===== src/rtl/alu_muldiv_seq.sv =====
// alu_muldiv_seq: sequences a shared 16-bit ALU through shift-add multiply and restoring divide
module alu_muldiv_seq #(
    parameter logic [2:0] OP_ADD = 3'b010,
    parameter int         WIDTH  = 16
) (
    input  logic             clk,
    input  logic             rst_n,
    input  logic             start,
    input  logic             op_div,
    input  logic [WIDTH-1:0] opa,
    input  logic [WIDTH-1:0] opb,
    output logic             busy,
    output logic             done,
    output logic [WIDTH-1:0] result_hi,
    output logic [WIDTH-1:0] result_lo,
    output logic             div_by_zero,
    output logic [WIDTH-1:0] alu_a,
    output logic [WIDTH-1:0] alu_b,
    output logic [2:0]       alu_op,
    output logic             alu_bnegate,
    input  logic [WIDTH-1:0] alu_result,
    input  logic             alu_carry
);
    localparam int CW = $clog2(WIDTH);
    localparam logic [CW-1:0] LAST = CW'(WIDTH - 1);
    typedef enum logic [1:0] {IDLE, MUL, DIV, DONE} state_t;
    state_t state, state_nx;
    logic [CW-1:0] cnt;
    // acc/mq/m double as rem/q/d during a divide
    logic [WIDTH-1:0] acc, mq, m, acc_nx, mq_nx, partial;
    logic ok, last;
    always_comb begin
        partial     = {acc[WIDTH-2:0], mq[WIDTH-1]};
        ok          = acc[WIDTH-1] | alu_carry;
        last        = cnt == LAST;
        alu_a       = state == MUL ? acc : state == DIV ? partial : '0;
        alu_b       = state == MUL ? (mq[0] ? m : '0) : state == DIV ? m : '0;
        alu_op      = OP_ADD;
        alu_bnegate = state == DIV;
        acc_nx      = state == MUL ? {alu_carry, alu_result[WIDTH-1:1]} : state == DIV ? (ok ? alu_result : partial) : acc;
        mq_nx       = state == MUL ? {alu_result[0], mq[WIDTH-1:1]} : state == DIV ? {mq[WIDTH-2:0], ok} : mq;
        busy        = state != IDLE;
        done        = state == DONE;
        state_nx    = state;
        case (state)
            IDLE:    state_nx = !start ? IDLE : !op_div ? MUL : opb == '0 ? DONE : DIV;
            MUL,
            DIV:     state_nx = last ? DONE : state;
            default: state_nx = IDLE;
        endcase
    end
    always_ff @(posedge clk or negedge rst_n) begin
        if (!rst_n) begin
            state       <= IDLE;
            cnt         <= '0;
            acc         <= '0;
            mq          <= '0;
            m           <= '0;
            result_hi   <= '0;
            result_lo   <= '0;
            div_by_zero <= 1'b0;
        end else begin
            state <= state_nx;
            if (state == IDLE && start) begin
                cnt         <= '0;
                div_by_zero <= op_div && opb == '0;
                if (op_div && opb == '0) begin
                    result_lo <= '1;
                    result_hi <= opa;
                end else begin
                    acc <= '0;
                    mq  <= opa;
                    m   <= opb;
                end
            end else if (state == MUL || state == DIV) begin
                cnt <= cnt + 1'b1;
                acc <= acc_nx;
                mq  <= mq_nx;
                if (last) begin
                    result_hi <= acc_nx;
                    result_lo <= mq_nx;
                end
            end
        end
    end
endmodule

===== config.mk =====
export PLATFORM = sky130hd
export DESIGN_NAME = alu_muldiv_seq
export DESIGN_NICKNAME = d
export VERILOG_FILES = /design/src/rtl/alu_muldiv_seq.sv
export SDC_FILE = /design/constraint.sdc
export NUM_CORES = 1
export LEC_CHECK = 0
export ABC_AREA = 0
export CAP_MARGIN = 20
export CORE_MARGIN = 5
export CORE_UTILIZATION = 40
export CTS_CLUSTER_DIAMETER = 30
export DETAILED_ROUTE_END_ITERATION = 6
export DONT_BUFFER_PORTS = 1
export GPL_TIMING_DRIVEN = 0
export SYNTH_ARGS = -nofsm -noshare
export SYNTH_HDL_FRONTEND = slang
export SYNTH_SLANG_ARGS = --single-unit

===== constraint.sdc =====
create_clock -name clk -period 5.6 [get_ports clk]
set_clock_uncertainty 0.1 [all_clocks]
set_input_delay 0.56 -clock clk [delete_from_list [all_inputs] [get_ports clk]]
set_output_delay 0.56 -clock clk [all_outputs]
set_load 0.02 [all_outputs]

Word level (Yosys, flattened, before mapping)
Index checks and enable logic that the tools add are counted.
Word-level totals
  register bits after elaboration: 87
  input bits: 53
  output and inout port bits: 71
  word-level logic and storage cells: 61
Operators by class
  $add $sub $neg: 1
  eq/ne operators: 7
  multiplexer cells: 31
  bitwise gates (word level): 2
  reduce and logical (&&, ||, !) cells: 12
Operator list (count)
  two-way mux 16 bit: 24
  zero test 16 bit: 1
  two-way mux 4 bit: 2
  two-way mux 2 bit: 3
  nonzero test 2 bit: 3
  adder 4 x 1 -> 4 bit (second input constant): 1
  equality test 2 bit (second input constant): 2
  equality test 4 bit (second input constant): 1
  inequality test 2 bit (second input constant): 2
  case mux 2 bit (2 select lines): 1
  AND reduction 2 bit: 2
  AND reduction 3 bit: 1
  equality test 2 x 1 -> 1 bit (second input constant): 1
  logical AND 1 bit: 2
  zero test 2 bit: 1
  inequality test 2 x 1 -> 1 bit (second input constant): 1
  OR reduction 2 bit: 1
  logical OR 1 bit: 1
  two-way mux 1 bit: 1
  inverter 1 bit: 1
  bitwise OR 1 bit: 1

Depth between registers and ports, before layout
Gate-level depths: netlist of run 1.
  word-level depth: 7
  mapped depth: 9
  gate-level depth less buffers: 6

Least setup slack after synthesis of run 1
Ideal clock, no wire load.
  path type: reg-to-output
  start: register state[0]
  end: output alu_b[10]
  data arrival time: 1.926 ns
  data required time: 4.940 ns
  setup slack: 3.014 ns
  stages on the path, launching flop included: 8
  buffers on the path: 2
  path through: dfrtp_1 inv_1 ha_1 buf_2 nor2b_1 a21oi_1 clkbuf_1 nor2b_1
Between the ends
  cells in the longest elaborated chain, start to end: 3
  elaborated cells between the ends (all ways): 4
  those cells by class: eq/ne: 2; mux: 2
RTL lines
  start, declared: line 27  | state_t state, state_nx;
  start signal, assigned: line 63  | state <= state_nx;
  equality test 2 bit
  named net alu_bnegate: line 20  | output logic alu_bnegate,
  two-way mux 16 bit (2 in series): line 37  | alu_b = state == MUL ? (mq[0] ? m : '0) : state == DIV ? m : '0;
  end, declared: line 18  | output logic [WIDTH-1:0] alu_b,
The timed path passes the listed nets, and every way through them passes these cells.

Worst setup path in the final report of run 1
  start: register state[0]
  end: output alu_b[12]
Same word-level chain as after synthesis.

==> results.txt, run 1 <==
----------------------------------------------------
[Status]
  Result of the run ... finished with violations
  Failing checks ... negative hold slack

[Global route]
  Pin count of the biggest net entering global routing ... 88
  Residual overflow from global routing ... 0
  Wire length of the first global-routing pass ... 23,250 um
  Number of global-route vias before repair ... 4,037
  Number of antenna violations at the first check in global routing ... 0
  Overall fraction of global-route tracks in use ... 20.50%

[Floorplan]
  Chip Height ... 120.9 um
  Area of the die ... 14,610 sq um
  Core Footprint ... 12,010 sq um
  Number of cell rows ... 40
  Boundary pin count ... 124
  Die extent in x ... 120.9 um
  Initial standard-cell utilization of the core ... 40.95%

[Synth]
  Synthesized area ... 4918 sq um
  Dominant combinational cell family by area after synthesis ... compound AO/OA/AOI/OAI gates
  Post-synthesis share of cell area spent on full adders, half adders and majority gates ... 1.272%
  Top cell type by total area after synthesis ... dfrtp_1
  Register area share after synthesis ... 44.26%
  Most numerous cell in the Yosys netlist ... dfrtp_1
  Synthesis-stage register bit count ... 87
  Cells taking the most area after synthesis ... dfrtp_1 44%, mux2_2 7.3%, mux2i_1 6.3%
  Synthesized-area fraction occupied by ao, oa, aoi and oai cells ... 21.75%
  Count of synthesis-stage warnings from yosys ... 0
  Proportion of synthesized area in mux cells ... 13.64%
  Post-synthesis async set-or-reset flop share ... 100.0%
  Cell count after synthesis ... 495
  Number of enable-type register cells in the synthesized netlist ... 0
  Post-synthesis simple-gate area fraction ... 11.91%
  Xor/xnor cell area share of the yosys netlist ... 0.5342%
  Post-synth cell types ... 45
  Commonest cells in the synthesized netlist ... 87 x dfrtp_1, 42 x nand2_1, 37 x nor2_1
  Top flip-flop cell by instance count after synthesis ... dfrtp_1
  Area fraction of the dominant cell type after synthesis ... 44.26%
  Synthesized area per cell ... 9.936 sq um

[Timing]
  Post-Route Hold Slack ... -10.51 ps
  Fin crit share ... 62.56%
  Accumulated negative setup slack ... 0 ps
  Number of endpoints with negative hold slack in the final report ... 3
  Number of failing setup endpoints in the final timing report ... 0
  Least-Margin Pin Slew ... 836.6 ps
  Maximum operating frequency ... 285.4 MHz
  RSZ-0062 raised after global routing ... false
  Number of slew-limit violations in the final report ... 0
  Crit path time final ... 3503 ps
  Worst max-slew margin expressed relative to the limit ... 43.63%

[Clock network]
  Total CTS buffers ... 9
  Number of H-tree branching levels ... 3
  Clk_lat worst skew ... 350 ps
  Hold-fix buffers at CTS ... 1
  Longest Clk Path Bufs ... 2
  Number of cells upsized or downsized after cts ... 0
  Number of buffers inserted by post-CTS setup repair ... 0
  Reg clk slew, reported paths ... 60 ps
  Buffer cell driving the clock tree root ... clkbuf_16
  Clock tree from TritonCTS ... done
  Number of clock sinks ... 87

[Route]
  Total iterations of the first detailed-routing run ... 5
  DR iter-0 viols ... 406
  Via-per-instance ratio ... 6.109
  Max layer used ... met4
  Residual antenna-violating net count after detailed routing ... 0
  Detail Route met3 WL ... 1562 um
  Drt drc ... 0
  Number of vias after detailed routing ... 4,032
  Met1 wire length ... 6132 um
  WL final ... 14,740 um
  Routed len/inst ... 22.33 um
  Met2 routed wirelength ... 6855 um

[Run]
  Maxcap violations ... 0

[Placement]
  Number of port buffers ... 0
  RePlAce Congestion ... 0.9024
  Detailed Place HPWL ... 11,050 um

[Setup path]
  Highest fanout seen on the critical path ... 10
  Worst setup EP type ... output pin
  Data arrival time of the critical path ... 2840 ps
  Start-to-end type of the worst setup path ... reg -> out
  Type of element launching the critical path ... flip-flop
  CP Data Required Time ... 4940 ps

[Power and ir drop]
  LEAKAGE ... 0.002372 uW
  Worst vdd ir ... 0.0002357 V
  Ratio of total power to cell area ... 504.0 nW/um^2
  Total power ... 2751 uW

[Finish]
  Total number of nets in the final design ... 566
  Ratio of cells with drive above 1 in the final layout ... 16.76%
  Area growth syn-to-layout ... 10.96%
  ANT cells ... 0

[Hold path]
  Worst min path class ... in -> async

----------------------------------------------------
## path summary, 6_finish.rpt
check | start | endpoint | slack [ps] | cells past startpoint
min | rst_n | acc[5] | -10 | 1
max in group asynchronous | rst_n | m[14] | 5020 | 1
min in group clk | opb[12] | m[12] | 260 | 1
min reg2reg | m[10] | m[10] | 400 | 1
max | state[0] | alu_b[12] | 2100 | 7
max reg2reg | state[0] | result_hi[8] | 2950 | 9
## metrics by stage
stage | instance area, sq um | cells | worst slack [ps] | utilization (%)
3_3_place_gp | 5106 | 643 | 2440 | 42.51
2_1_floorplan | 4922 | 496 | 3014 | -
3_5_place_dp | 5106 | 643 | 2424 | 42.51
4_1_cts | 5458 | 660 | 2032 | 45.44
5_1_grt | 5458 | 660 | 1882 | 45.44
6_report | 5458 | 660 | 2097 | 45.44
## routing by layer
metal  up-vias  global-route usage [%]
li1       1845                       -
met5         -                       0
met3        17                   8.438
met1      2005                   26.40
met4         0                   5.241
met2       165                   31.99
## sequential cells by signal (all words and copies together) (netlist names)
name and flops:
acc 16, result_hi 16, state 2, mq 16
cnt 4, m 16, div_by_zero 1, result_lo 16
## area by class of cell
cell class	instances	area [sq um]
flip-flops and latches	87	2177
plain buffers	49	236.5
clock inverters	5	81.33
clock buffers	11	242.7
well taps	147	183.9
repair buffers	1	27.53
fillers	1188	6554
multi-input cells	338	2426
inverters	22	82.58
## logic make-up after synthesis
group / after synthesis
AO/OA/AOI/OAI: 137
AND/OR/NAND/NOR: 127
flip-flops: 87
buffers and inverters: 71
multiplexers: 63
adder cells (fa/ha/maj): 5
XOR/XNOR: 3
other: 2
## worst max-delay path, cell delays in order, from the launching register on
cell and delay (ps):
dfrtp_1 420, inv_1 100, ha_1 320, buf_2 240
nor2b_1 410, a21oi_1 260, clkbuf_1 310, nor2b_1 440
## report_power, final
| group | internal (uW) | switching, uW |
|---|---|---|
| clock | 403 | 259 |
| sequential | 799 | 136 |
| combinational | 466 | 687 |
| total | 1670 | 1080 |
## cell usage in the layout, fill, tap and decap left out, types with 2 or more instances in the layout
master | Yosys | layout
clkbuf_16 | 0 | 9
a32oi_1 | 15 | 15
xor2_1 | 2 | 2
nand4_1 | 2 | 2
o211ai_1 | 2 | 2
o311ai_0 | 15 | 15
nor2_1 | 37 | 37
mux2i_1 | 31 | 31
bufinv_16 | 0 | 2
o21ai_0 | 32 | 32
nor4_1 | 4 | 4
mux2_2 | 32 | 32
clkbuf_1 | 28 | 29
buf_4 | 4 | 4
inv_1 | 22 | 22
o31ai_1 | 17 | 17
a2bb2oi_1 | 15 | 15
and3_1 | 2 | 2
nor2b_1 | 17 | 17
buf_6 | 3 | 3
o221a_2 | 16 | 16
ha_1 | 5 | 5
dfrtp_1 | 87 | 87
nor3_1 | 15 | 15
nand2_1 | 42 | 42
buf_1 | 2 | 2
conb_1 | 2 | 3
a22oi_1 | 16 | 16
buf_2 | 12 | 12
Note: power is estimated with default switching activity, not from simulation.
==> run 2, diff against run 1 <==
==> constraint.sdc (replaced) <==
create_clock -name clk -period 3.4 [get_ports clk]
set_clock_uncertainty 0.1 [all_clocks]
set_input_delay 0.34 -clock clk [delete_from_list [all_inputs] [get_ports clk]]
set_output_delay 0.34 -clock clk [all_outputs]
set_load 0.02 [all_outputs]
==> results.txt, run 2 (synthesis gave the netlist of run 1 again) <==
----------------------------------------------------
[Clock network]
  Number of H-tree branching levels ... 3
  Reg clk slew, reported paths ... 60 ps
  Total CTS buffers ... 9
  Clk_lat worst skew ... 350 ps
  Clock tree from TritonCTS ... done
  Number of buffers inserted by post-CTS setup repair ... 0
  Longest Clk Path Bufs ... 2
  Buffer cell driving the clock tree root ... clkbuf_16
  Number of clock sinks ... 87

[Finish]
  Fillers ... 1,186
  Commonest cells after routing, fill and taps aside ... 87 x dfrtp_1, 42 x nand2_1, 37 x nor2_1, 32 x o21ai_0, 32 x mux2_2
  Total number of nets in the final design ... 567
  Ratio of cells with drive above 1 in the final layout ... 17.12%
  ANT cells ... 0
  Area growth syn-to-layout ... 11.29%
  Most common cell after layout, fill and taps aside ... dfrtp_1

[Route]
  Number of vias after detailed routing ... 4,026
  Via-per-instance ratio ... 6.091
  Total iterations of the first detailed-routing run ... 5
  Residual antenna-violating net count after detailed routing ... 0
  Drt drc ... 0
  DR iter-0 viols ... 394
  WL final ... 14,740 um
  Routed len/inst ... 22.31 um

[Status]
  Result of the run ... finished clean

[Floorplan]
  Area of the die ... 14,610 sq um
  Core Footprint ... 12,010 sq um
  Chip Height ... 120.9 um
  Die extent in x ... 120.9 um
  Number of cell rows ... 40
  Initial standard-cell utilization of the core ... 40.95%
  Boundary pin count ... 124

[Power and ir drop]
  Net Sw Power ... 1788 uW
  LEAKAGE ... 0.002377 uW
  Worst vdd ir ... 0.0003888 V
  Switching Share ... 39.38%
  Pint ... 2752 uW
  Ratio of total power to cell area ... 829.3 nW/um^2
  Clk pwr share ... 24.1%
  Logic pwr share ... 42.0%
  Sequential Power Share ... 34.0%

[Timing]
  Post-Route Hold Slack ... 38.23 ps
  Fin crit share ... 90.75%
  Number of endpoints with negative hold slack in the final report ... 0
  Number of slew-limit violations in the final report ... 0
  Worst max-slew margin expressed relative to the limit ... 44.20%
  Least-Margin Pin Slew ... 828.3 ps
  Accumulated negative setup slack ... 0 ps
  Crit path time final ... 3085 ps
  RSZ-0062 raised after global routing ... false
  Number of failing setup endpoints in the final timing report ... 0
  Maximum operating frequency ... 324.1 MHz

[Global route]
  Residual overflow from global routing ... 0
  Pin count of the biggest net entering global routing ... 88
  Number of antenna violations at the first check in global routing ... 0
  Wire length of the first global-routing pass ... 23,250 um
  Overall fraction of global-route tracks in use ... 20.50%
  Number of global-route vias before repair ... 4,043

[Setup path]
  CP Data Required Time ... 2960 ps
  Worst setup EP type ... output pin
  Highest fanout seen on the critical path ... 10
  Start-to-end type of the worst setup path ... reg -> out
  Data arrival time of the critical path ... 2650 ps
  Type of element launching the critical path ... flip-flop

[Placement]
  Detailed Place HPWL ... 11,050 um
  Number of port buffers ... 0
  RePlAce Congestion ... 0.9024

[Hold path]
  Worst min path class ... in -> reg

[Run]
  Maxcap violations ... 0

----------------------------------------------------
-- run 2: through the flow --
stage | power, uW | instance area (sq um) | util [%] | setup WS [ps] | cells
after floorplan | 2980 | 4922 | - | 1034 | 496
after global placement | 3387 | 5106 | 42.51 | 459.5 | 643
after detailed placement | 3432 | 5106 | 42.51 | 444.5 | 643
after CTS | 4559 | 5468 | 45.52 | 52.00 | 661
after global routing | 4833 | 5474 | 45.57 | 127.4 | 661
final | 4540 | 5474 | 45.57 | 314.6 | 661
-- run 2: critical path, stage by stage (launching register included) --
cell	delay, ps
dfrtp_1	420
inv_1	100
ha_1	320
buf_2	240
nor2b_2	320
clkbuf_1	470
nand2_1	100
o21ai_0	320
-- run 2: worst paths after layout --
kind	from	endpoint	slack (ps)	cells past startpoint
max	state[0]	alu_a[11]	310	7
min	opb[12]	m[12]	40	1
max reg2reg	state[0]	result_hi[8]	760	9
min reg2reg	m[10]	m[10]	400	1
max in group asynchronous	rst_n	result_lo[14]	2390	2
min in group asynchronous	rst_n	acc[6]	450	2
-- run 2: repair_timing --
item / CTS / global route
hold buffers: 2 / 0
endpoints found under the setup margin: 0 / 10
resized for setup: 0 / 2
hold endpoints to repair: 87 / 0
-- run 2: layout make-up --
cell class / instances / area (sq um) / area share, %
buffer: 49 / 236.5 / 4.320
tap: 147 / 183.9 / 3.360
inverter: 22 / 82.58 / 1.509
timing repair buffer: 2 / 37.54 / 0.6857
clock inverter: 5 / 81.33 / 1.486
clock buffer: 11 / 242.7 / 4.434
multi-input combinational: 338 / 2432 / 44.43
sequential: 87 / 2177 / 39.77
-- run 2: per-layer routing --
layer	wire length [um]	track usage (%)	up-vias
met5	0	0	-
met4	149	5.241	0
met3	1508	8.392	11
met2	6917	31.99	153
met1	6169	26.43	2011
li1	-	-	1851
-- run 2: power by group through the flow --
stage | registers, uW | clock network (uW) | logic (uW)
5_1_grt | 1580 | 1170 | 2090
3_3_place_gp | 1540 | 0 | 1840
2_1_floorplan | 1490 | 0 | 1490
4_1_cts | 1540 | 1110 | 1900
6_report | 1540 | 1090 | 1910
3_5_place_dp | 1560 | 0 | 1870
